--- config.mk ---
export PLATFORM = sky130hd
export DESIGN_NAME = mem_seq_gen
export DESIGN_NICKNAME = d
export VERILOG_FILES = /design/src/rtl/mem_seq_gen.sv
export SDC_FILE = /design/constraint.sdc
export NUM_CORES = 1
export LEC_CHECK = 0
export ABC_AREA = 1
export CORE_UTILIZATION = 55
export CTS_CLUSTER_DIAMETER = 150
export CTS_CLUSTER_SIZE = 12
export DETAILED_ROUTE_END_ITERATION = 12
export PLACE_DENSITY = 0.8
export SYNTH_ARGS = -nofsm -noshare
export SYNTH_HDL_FRONTEND = slang
export SYNTH_SLANG_ARGS = --single-unit
--- constraint.sdc ---
create_clock -name clk -period 2.8 [get_ports clk]
set_clock_uncertainty 0.1 [all_clocks]
set_input_delay 0.56 -clock clk [delete_from_list [all_inputs] [get_ports clk]]
set_output_delay 0.56 -clock clk [all_outputs]
set_load 0.02 [all_outputs]
--- src/rtl/mem_seq_gen.sv ---
// Programmable memory-command sequencer: emits addr/wr/en/wdata transactions
// from base/stride/count/seed, with ready backpressure and a done pulse.
module mem_seq_gen #(
    parameter int unsigned ADDR_W = 6,
    parameter int unsigned DATA_W = 8,
    parameter int unsigned CNT_W  = 6
) (
    input  logic              clk,
    input  logic              rst_n,
    input  logic              start,
    input  logic [1:0]        mode,
    input  logic [ADDR_W-1:0] base_addr,
    input  logic [ADDR_W-1:0] stride,
    input  logic [CNT_W-1:0]  count,
    input  logic [DATA_W-1:0] seed,
    input  logic              ready,
    output logic [ADDR_W-1:0] addr,
    output logic              wr,
    output logic              en,
    output logic [DATA_W-1:0] wdata,
    output logic              busy,
    output logic              done
);

    typedef enum logic [2:0] {StIdle, StWph, StRph, StIlv, StFin} state_e;

    state_e              state_q, state_d;
    logic [1:0]          mode_q, mode_d;
    logic [ADDR_W-1:0]   base_q, base_d;
    logic [ADDR_W-1:0]   stride_q, stride_d;
    logic [CNT_W-1:0]    count_q, count_d;
    logic [CNT_W-1:0]    idx_q, idx_d;
    logic [DATA_W-1:0]   data_q, data_d;
    logic [ADDR_W-1:0]   addr_q, addr_d;
    logic                wr_q, wr_d;
    logic                en_q, en_d;
    logic [DATA_W-1:0]   wdata_q, wdata_d;
    logic                busy_q, busy_d;
    logic                done_q, done_d;
    logic                last;

    assign last  = (idx_q == count_q - CNT_W'(1));
    assign addr  = addr_q;
    assign wr    = wr_q;
    assign en    = en_q;
    assign wdata = wdata_q;
    assign busy  = busy_q;
    assign done  = done_q;

    always_ff @(posedge clk) begin
        if (!rst_n) begin
            state_q  <= StIdle;
            mode_q   <= '0;
            base_q   <= '0;
            stride_q <= '0;
            count_q  <= '0;
            idx_q    <= '0;
            data_q   <= '0;
            addr_q   <= '0;
            wr_q     <= 1'b0;
            en_q     <= 1'b0;
            wdata_q  <= '0;
            busy_q   <= 1'b0;
            done_q   <= 1'b0;
        end else begin
            state_q  <= state_d;
            mode_q   <= mode_d;
            base_q   <= base_d;
            stride_q <= stride_d;
            count_q  <= count_d;
            idx_q    <= idx_d;
            data_q   <= data_d;
            addr_q   <= addr_d;
            wr_q     <= wr_d;
            en_q     <= en_d;
            wdata_q  <= wdata_d;
            busy_q   <= busy_d;
            done_q   <= done_d;
        end
    end

    always_comb begin
        state_d  = state_q;
        mode_d   = mode_q;
        base_d   = base_q;
        stride_d = stride_q;
        count_d  = count_q;
        idx_d    = idx_q;
        data_d   = data_q;
        addr_d   = addr_q;
        wr_d     = wr_q;
        en_d     = en_q;
        wdata_d  = wdata_q;
        busy_d   = busy_q;
        done_d   = 1'b0;

        case (state_q)
            StIdle, StFin: begin
                state_d = StIdle;
                if (start) begin
                    mode_d   = mode;
                    base_d   = base_addr;
                    stride_d = stride;
                    count_d  = count;
                    data_d   = seed;
                    idx_d    = '0;
                    addr_d   = base_addr;
                    if (count == '0) begin
                        state_d = StFin;
                        done_d  = 1'b1;
                    end else begin
                        en_d   = 1'b1;
                        busy_d = 1'b1;
                        case (mode)
                            2'b01: begin
                                state_d = StRph;
                                wr_d    = 1'b0;
                                wdata_d = '0;
                            end
                            2'b11: begin
                                state_d = StIlv;
                                wr_d    = 1'b1;
                                wdata_d = seed;
                            end
                            default: begin
                                state_d = StWph;
                                wr_d    = 1'b1;
                                wdata_d = seed;
                            end
                        endcase
                    end
                end
            end

            StWph: begin
                if (ready) begin
                    if (!last) begin
                        idx_d   = idx_q + CNT_W'(1);
                        addr_d  = addr_q + stride_q;
                        data_d  = data_q + DATA_W'(1);
                        wdata_d = data_q + DATA_W'(1);
                    end else if (mode_q == 2'b10) begin
                        // Read phase replays the same addresses with no gap cycle
                        state_d = StRph;
                        idx_d   = '0;
                        addr_d  = base_q;
                        wr_d    = 1'b0;
                        wdata_d = '0;
                    end else begin
                        state_d = StFin;
                        en_d    = 1'b0;
                        busy_d  = 1'b0;
                        done_d  = 1'b1;
                        wr_d    = 1'b0;
                        wdata_d = '0;
                    end
                end
            end

            StRph: begin
                if (ready) begin
                    if (!last) begin
                        idx_d  = idx_q + CNT_W'(1);
                        addr_d = addr_q + stride_q;
                    end else begin
                        state_d = StFin;
                        en_d    = 1'b0;
                        busy_d  = 1'b0;
                        done_d  = 1'b1;
                    end
                end
            end

            StIlv: begin
                if (ready) begin
                    if (wr_q) begin
                        wr_d    = 1'b0;
                        wdata_d = '0;
                    end else if (!last) begin
                        idx_d   = idx_q + CNT_W'(1);
                        addr_d  = addr_q + stride_q;
                        data_d  = data_q + DATA_W'(1);
                        wr_d    = 1'b1;
                        wdata_d = data_q + DATA_W'(1);
                    end else begin
                        state_d = StFin;
                        en_d    = 1'b0;
                        busy_d  = 1'b0;
                        done_d  = 1'b1;
                    end
                end
            end

            default: state_d = StIdle;
        endcase
    end

endmodule

**Yosys cells after proc, flatten, opt, wreduce, memory -nomap -nowiden**

Cells that the tools add are included.

- Input port bits: 32
- Bits in registers: 55
- Word-level logic and storage cells: 125

- $add $sub $neg: 4
- Reduce and logical (&&, ||, !) cells: 12
- Eq/ne operators: 18
- Mux-type cells: 78

Operators with widths:

| cell | number |
|---|---|
| 8-bit 2-to-1 mux | 13 |
| 6-bit 2-to-1 mux | 16 |
| 6-bit one-hot mux with 4 select lines | 2 |
| 8-bit one-hot mux with 3 select lines | 2 |
| 1-bit 2-to-1 mux | 30 |
| 3-bit 2-to-1 mux | 9 |
| 2-bit != test (second input constant) | 8 |
| 1-bit one-hot mux with 4 select lines | 3 |
| 3-bit one-hot mux with 4 select lines | 1 |
| 6-bit AND reduction | 2 |
| 5-bit AND reduction | 2 |
| 9-bit AND reduction | 1 |
| 8-bit by 1-bit adder with 8-bit output (second input constant) | 1 |
| 7-bit AND reduction | 1 |
| 6-bit by 1-bit adder with 6-bit output (second input constant) | 1 |
| 6-bit adder | 1 |
| 3-bit by 2-bit == test with 1-bit output (second input constant) | 2 |
| 6-bit == test | 1 |
| 6-bit logical NOT | 1 |
| 3-bit != test (second input constant) | 2 |
| 6-bit by 1-bit subtractor with 6-bit output (second input constant) | 1 |
| 2-bit == test (second input constant) | 2 |
| 2-bit one-hot mux with 2 select lines | 1 |
| 4-bit nonzero test | 1 |
| 8 further kinds | 8 |

**Logic depth before layout (Yosys ltp)**

- Depth after elaboration: 6
- Gate-level depth with buffers: 16

**Worst setup path before layout**

No wires, ideal clock.

- Kind: flip-flop to flip-flop
- Start: register count_q[0]
- End: register data_q[2]
- Path buffers: 1
- Cell stages (with the launch flop): 17
- Data arrival time: 1.779 ns
- Library setup time: 0.112 ns
- Setup slack: 0.809 ns
- Path through: dfxtp_1 > inv_2 > ha_1 > inv_1 > nand2_1 > nand2_1 > nor2_1 > nand2_2 > nor2_8 > nand3_4 > inv_4 > nand2_4 > nand3_4 > buf_12 > nand2_2 > nand2_1 > nor2_2

- Longest elaborated chain between the ends: 6
- Elaborated cells on any way between the ends: 7
- Classes of those cells: add/sub: 1; eq/ne: 1; mux: 5

RTL lines:

| item | RTL line | text |
|---|---|---|
| start, declared | 31 | `logic [CNT_W-1:0] count_q, count_d;` |
| start signal, assigned | 70 | `count_q <= count_d;` |
| 6-bit by 1-bit subtractor with 6-bit output (*) | 42 | `assign last = (idx_q == count_q - CNT_W'(1));` |
| 6-bit == test (*) | 42 |  |
| 8-bit 2-to-1 mux (*) | -- |  |
| 8-bit 2-to-1 mux (2 in a row) | -- |  |
| 8-bit one-hot mux with 3 select lines (*) | -- |  |
| end signal, assigned | 72 | `data_q <= data_d;` |
| end, declared | 33 | `logic [DATA_W-1:0] data_q, data_d;` |

Every way passes the cells marked *; elsewhere a longest branch is shown, timed or not. The select of a mux whose other input is x is not followed.
A chain may end at the register's enable or synchronous reset.

**Final worst setup path**

- Start: register count_q[0]
- End: register addr_q[4] (netlist: addr[4])

- Longest elaborated chain between the ends: 6
- Elaborated cells on any way between the ends: 11
- Classes of those cells: add/sub: 1; eq/ne: 2; mux: 7; reduce/logical: 1

RTL lines:

| item | RTL line | text |
|---|---|---|
| 6-bit by 1-bit subtractor with 6-bit output (*) | 42 |  |
| 6-bit == test (*) | 42 |  |
| 6-bit 2-to-1 mux (3 in a row) | -- |  |
| 6-bit one-hot mux with 4 select lines | 97 | `case (state_q)` |
| end signal, assigned | 73 | `addr_q <= addr_d;` |
| end, declared | 34 | `logic [ADDR_W-1:0] addr_q, addr_d;` |

Marked as above.

==> flow_metrics.tcl <==
set metrics [dict create \
    crit_type "reg -> reg" \
    core_um2 6100 \
    grt_max_degree 32 \
    firstDrtPassIters 4 \
    hold_path.startpoint "base_q[2]" \
    gp_congestion 0.895 \
    ys_warn_count 0 \
    cts_tree "done" \
    syn_area_um2 3560 \
    worst_r2r_endpoint "addr[4]" \
    io-pin-count 50 \
    crit_path_max_fanout 13 \
    die-area_um2 6800 \
    crit_family "simple AND/OR/NAND/NOR gates" \
    cp_slowest_stage_delay_ps 370 \
    antenna_found_initial 0 \
    reg2reg_from "count_q[0]" \
    fp.dieW_um 82.5 \
    worst-path-buf-inv 2 \
    synth_ff_type "dfxtp_1" \
    cts_root_buf "clkbuf_8" \
    grt_pass1_wl_um 14500 \
    rr_worst_depth 15 \
    ant_nets 0 \
    yosysSeqAreaShare_pct 30.4 \
    routed_wl_um 8700 \
    cts_buffers 5 \
    start_kind "flop" \
    path_cells "inv_2 > ha_1 > inv_1 > nand2_1 > nand2_1 > nor2_1 > nand2_2 > nor2_8 > nand3_4 > nand2_2 > nand2_1 > nand2_1 > nand2_1 > nor2_1 > nor2_1" \
    post_cts_resized 0 \
    hold_depth 2 \
    post-cts-setup-buffers 0 \
    p_leak_nw 2.05 \
    areaGrowthSynthToFinish_pct 17.4 \
    fmax_ghz 0.412 \
    status "finished clean" \
    synthCells 563 \
    drive_gt1_share_pct 9.84 \
    r2r_setup_slack_ps 370 \
    rsz0062_at_grt "no" \
    dpl.hpwl_um 6620 \
    syn_avg_cell_area_um2 6.32 \
    grt_overflow 0 \
    cts.path.max_buffers 2 \
    min_to "base_q[2]" \
    start_util_pct 58.4 \
    slew-limit-headroom_pct 68.6 \
    rows 28 \
    crit_path_top_delay_cell "dfxtp_1" \
    worst_pin_slew_ps 471 \
    peakVddDrop_v 0.000438 \
    yosys.area.top_type "dfxtp_1" \
    synth-seq-cells 54 \
    fin_crit_sh_pct 86.7 \
    cts_hold_buf 0 \
    hold_viol 0 \
    cp.required_ps 2920 \
    synth_edf_count 0 \
    syn_nets 604 \
    cts_sinks 54 \
    port_buffers 49 \
    die_y_um 82.5 \
    holdWs_ps 356 \
    grt_pass1_vias 3334 \
    layout.nets 650 \
    drcViolationCount 0 \
    worstSkewPairLatency_ps 320 \
    critical_path.endpoint_type "flop" \
    synthTopCellsByArea "dfxtp_1, nand2_1, nor2_1, inv_1, nand3_1" \
    grtUsageTotal_pct 27.9 \
    postSynth.asyncResetShare_pct 0 \
    synth_top_area_share_pct 30.4 \
    h-tree-depth 2 \
    avgViaCountPerCell 5.24 \
    ys_types 40 \
    antenna_cells 0 \
    tns_ps 0 \
    drt_iter0_drc 206 \
    p_per_area_nw_per_um2 836 \
    via_count 3591 \
    post_drt_wl_per_cell_um 12.7 \
    finalMaxSlewViolations 0 \
    min_path_type "reg -> reg" \
    path_clk_slew_ps 110 \
    cpMostUsedCell "nand2_1" \
    drv_cap 0 \
    setup_viol 0 \
    nFillCells 553 \
    period_minus_slack_ps 2430 \
    crit_arrival_ps 2550 \
]
-- cells in the mapped netlist, types with 4 or more instances --
master,instances
a21oi_1,27
nor2_2,14
xor2_1,9
o21ai_0,25
nand2_1,155
ha_1,8
nor2_1,83
clkbuf_1,6
nand2_2,12
nand4_1,11
nand3_1,40
nor3_1,4
inv_2,7
dfxtp_1,54
inv_1,69
-- metal layers --
metal	wire length [um]	share of wire [%]	track usage, %	vias up
met5	0	0	0	-
met4	147	1.7	10.0	0
met3	389	4.5	4.84	16
met2	4150	48	48.5	91
met1	4020	46	34.2	1636
li1	-	-	-	1848
-- cells by family after synthesis --
logic type      Yosys count  share of synthesized area (%)
simple gates            332                           43.1
compound gates           63                           9.56
buf+inv                  95                           11.1
fa+ha+maj                 9                           3.37
flops                    54                           30.4
xor+xnor                 10                           2.46
-- where the power goes --
part           switching [W]  total [W]  internal, W
combinational        0.00120    0.00189     0.000692
clock               0.000271   0.000472     0.000201
sequential          0.000162    0.00113     0.000966
-- flip-flops by register name, summed over array words and instances (netlist names) --
register / flops
data_q: 8
stride_q: 6
base_q: 6
en: 1
addr: 6
wr: 1
wdata: 8
idx_q: 6
done: 1
state_q: 3
count_q: 6
mode_q: 2
-- placed cells by master, fill, tap and decap left out, types with 11 or more instances in the layout --
master,Yosys,final
dfxtp_1,54,54
nor2_1,83,83
inv_1,69,69
nand2_2,12,12
o21ai_0,25,25
nand3_1,40,40
nand2_1,155,155
a21oi_1,27,27
clkdlybuf4s50_1,0,49
nor2_2,14,14
nand4_1,11,11
-- worst reg2reg max path, cell delays in order, from the launching register on --
cell and delay [ps]:
dfxtp_1 370, inv_2 80, ha_1 300, inv_1 40, nand2_1 60, nand2_1 50
nor2_1 120, nand2_2 110, nor2_8 210, nand3_4 220, nand2_2 180, nand2_1 170
nand2_1 110, nand2_1 50, nor2_1 120, nor2_1 50
-- layout make-up --
| class | instances | area (um^2) | share of cell area, % |
|---|---|---|---|
| clock buffers | 7 | 86.3 | 2.07 |
| clock inverters | 1 | 5.00 | 0.120 |
| inverters | 80 | 303 | 7.24 |
| multi-input cells | 414 | 2080 | 49.8 |
| flip-flops and latches | 54 | 1080 | 25.9 |
| well taps | 75 | 93.8 | 2.24 |
| repair buffers | 54 | 528 | 12.6 |
-- how the worst max path moves through the flow --
stage,from,end,slack (ps),cells after the start
2_1_floorplan,count_q[0],data_q[2],810,16
3_3_place_gp,start,wdata[2],360,9
3_5_place_dp,start,wdata[0],270,9
4_1_cts,count_q[0],wdata[2],380,15
5_1_grt,count_q[0],addr[4],150,15
6_report,count_q[0],addr[4],370,15
-- through the flow --
stage                     setup slack [ps]  cells  area, um^2  utilization (%)  power [W]
after global placement                 363    677        4090             67.1    0.00296
after detailed placement               274    677        4090             67.1    0.00302
after floorplan                        809    563        3560                -    0.00252
after global routing                   155    685        4180             68.6    0.00379
final                                  373    685        4180             68.6    0.00349
after CTS                              382    685        4180             68.6    0.00350
No activity file was read; power rests on OpenSTA's default activity.
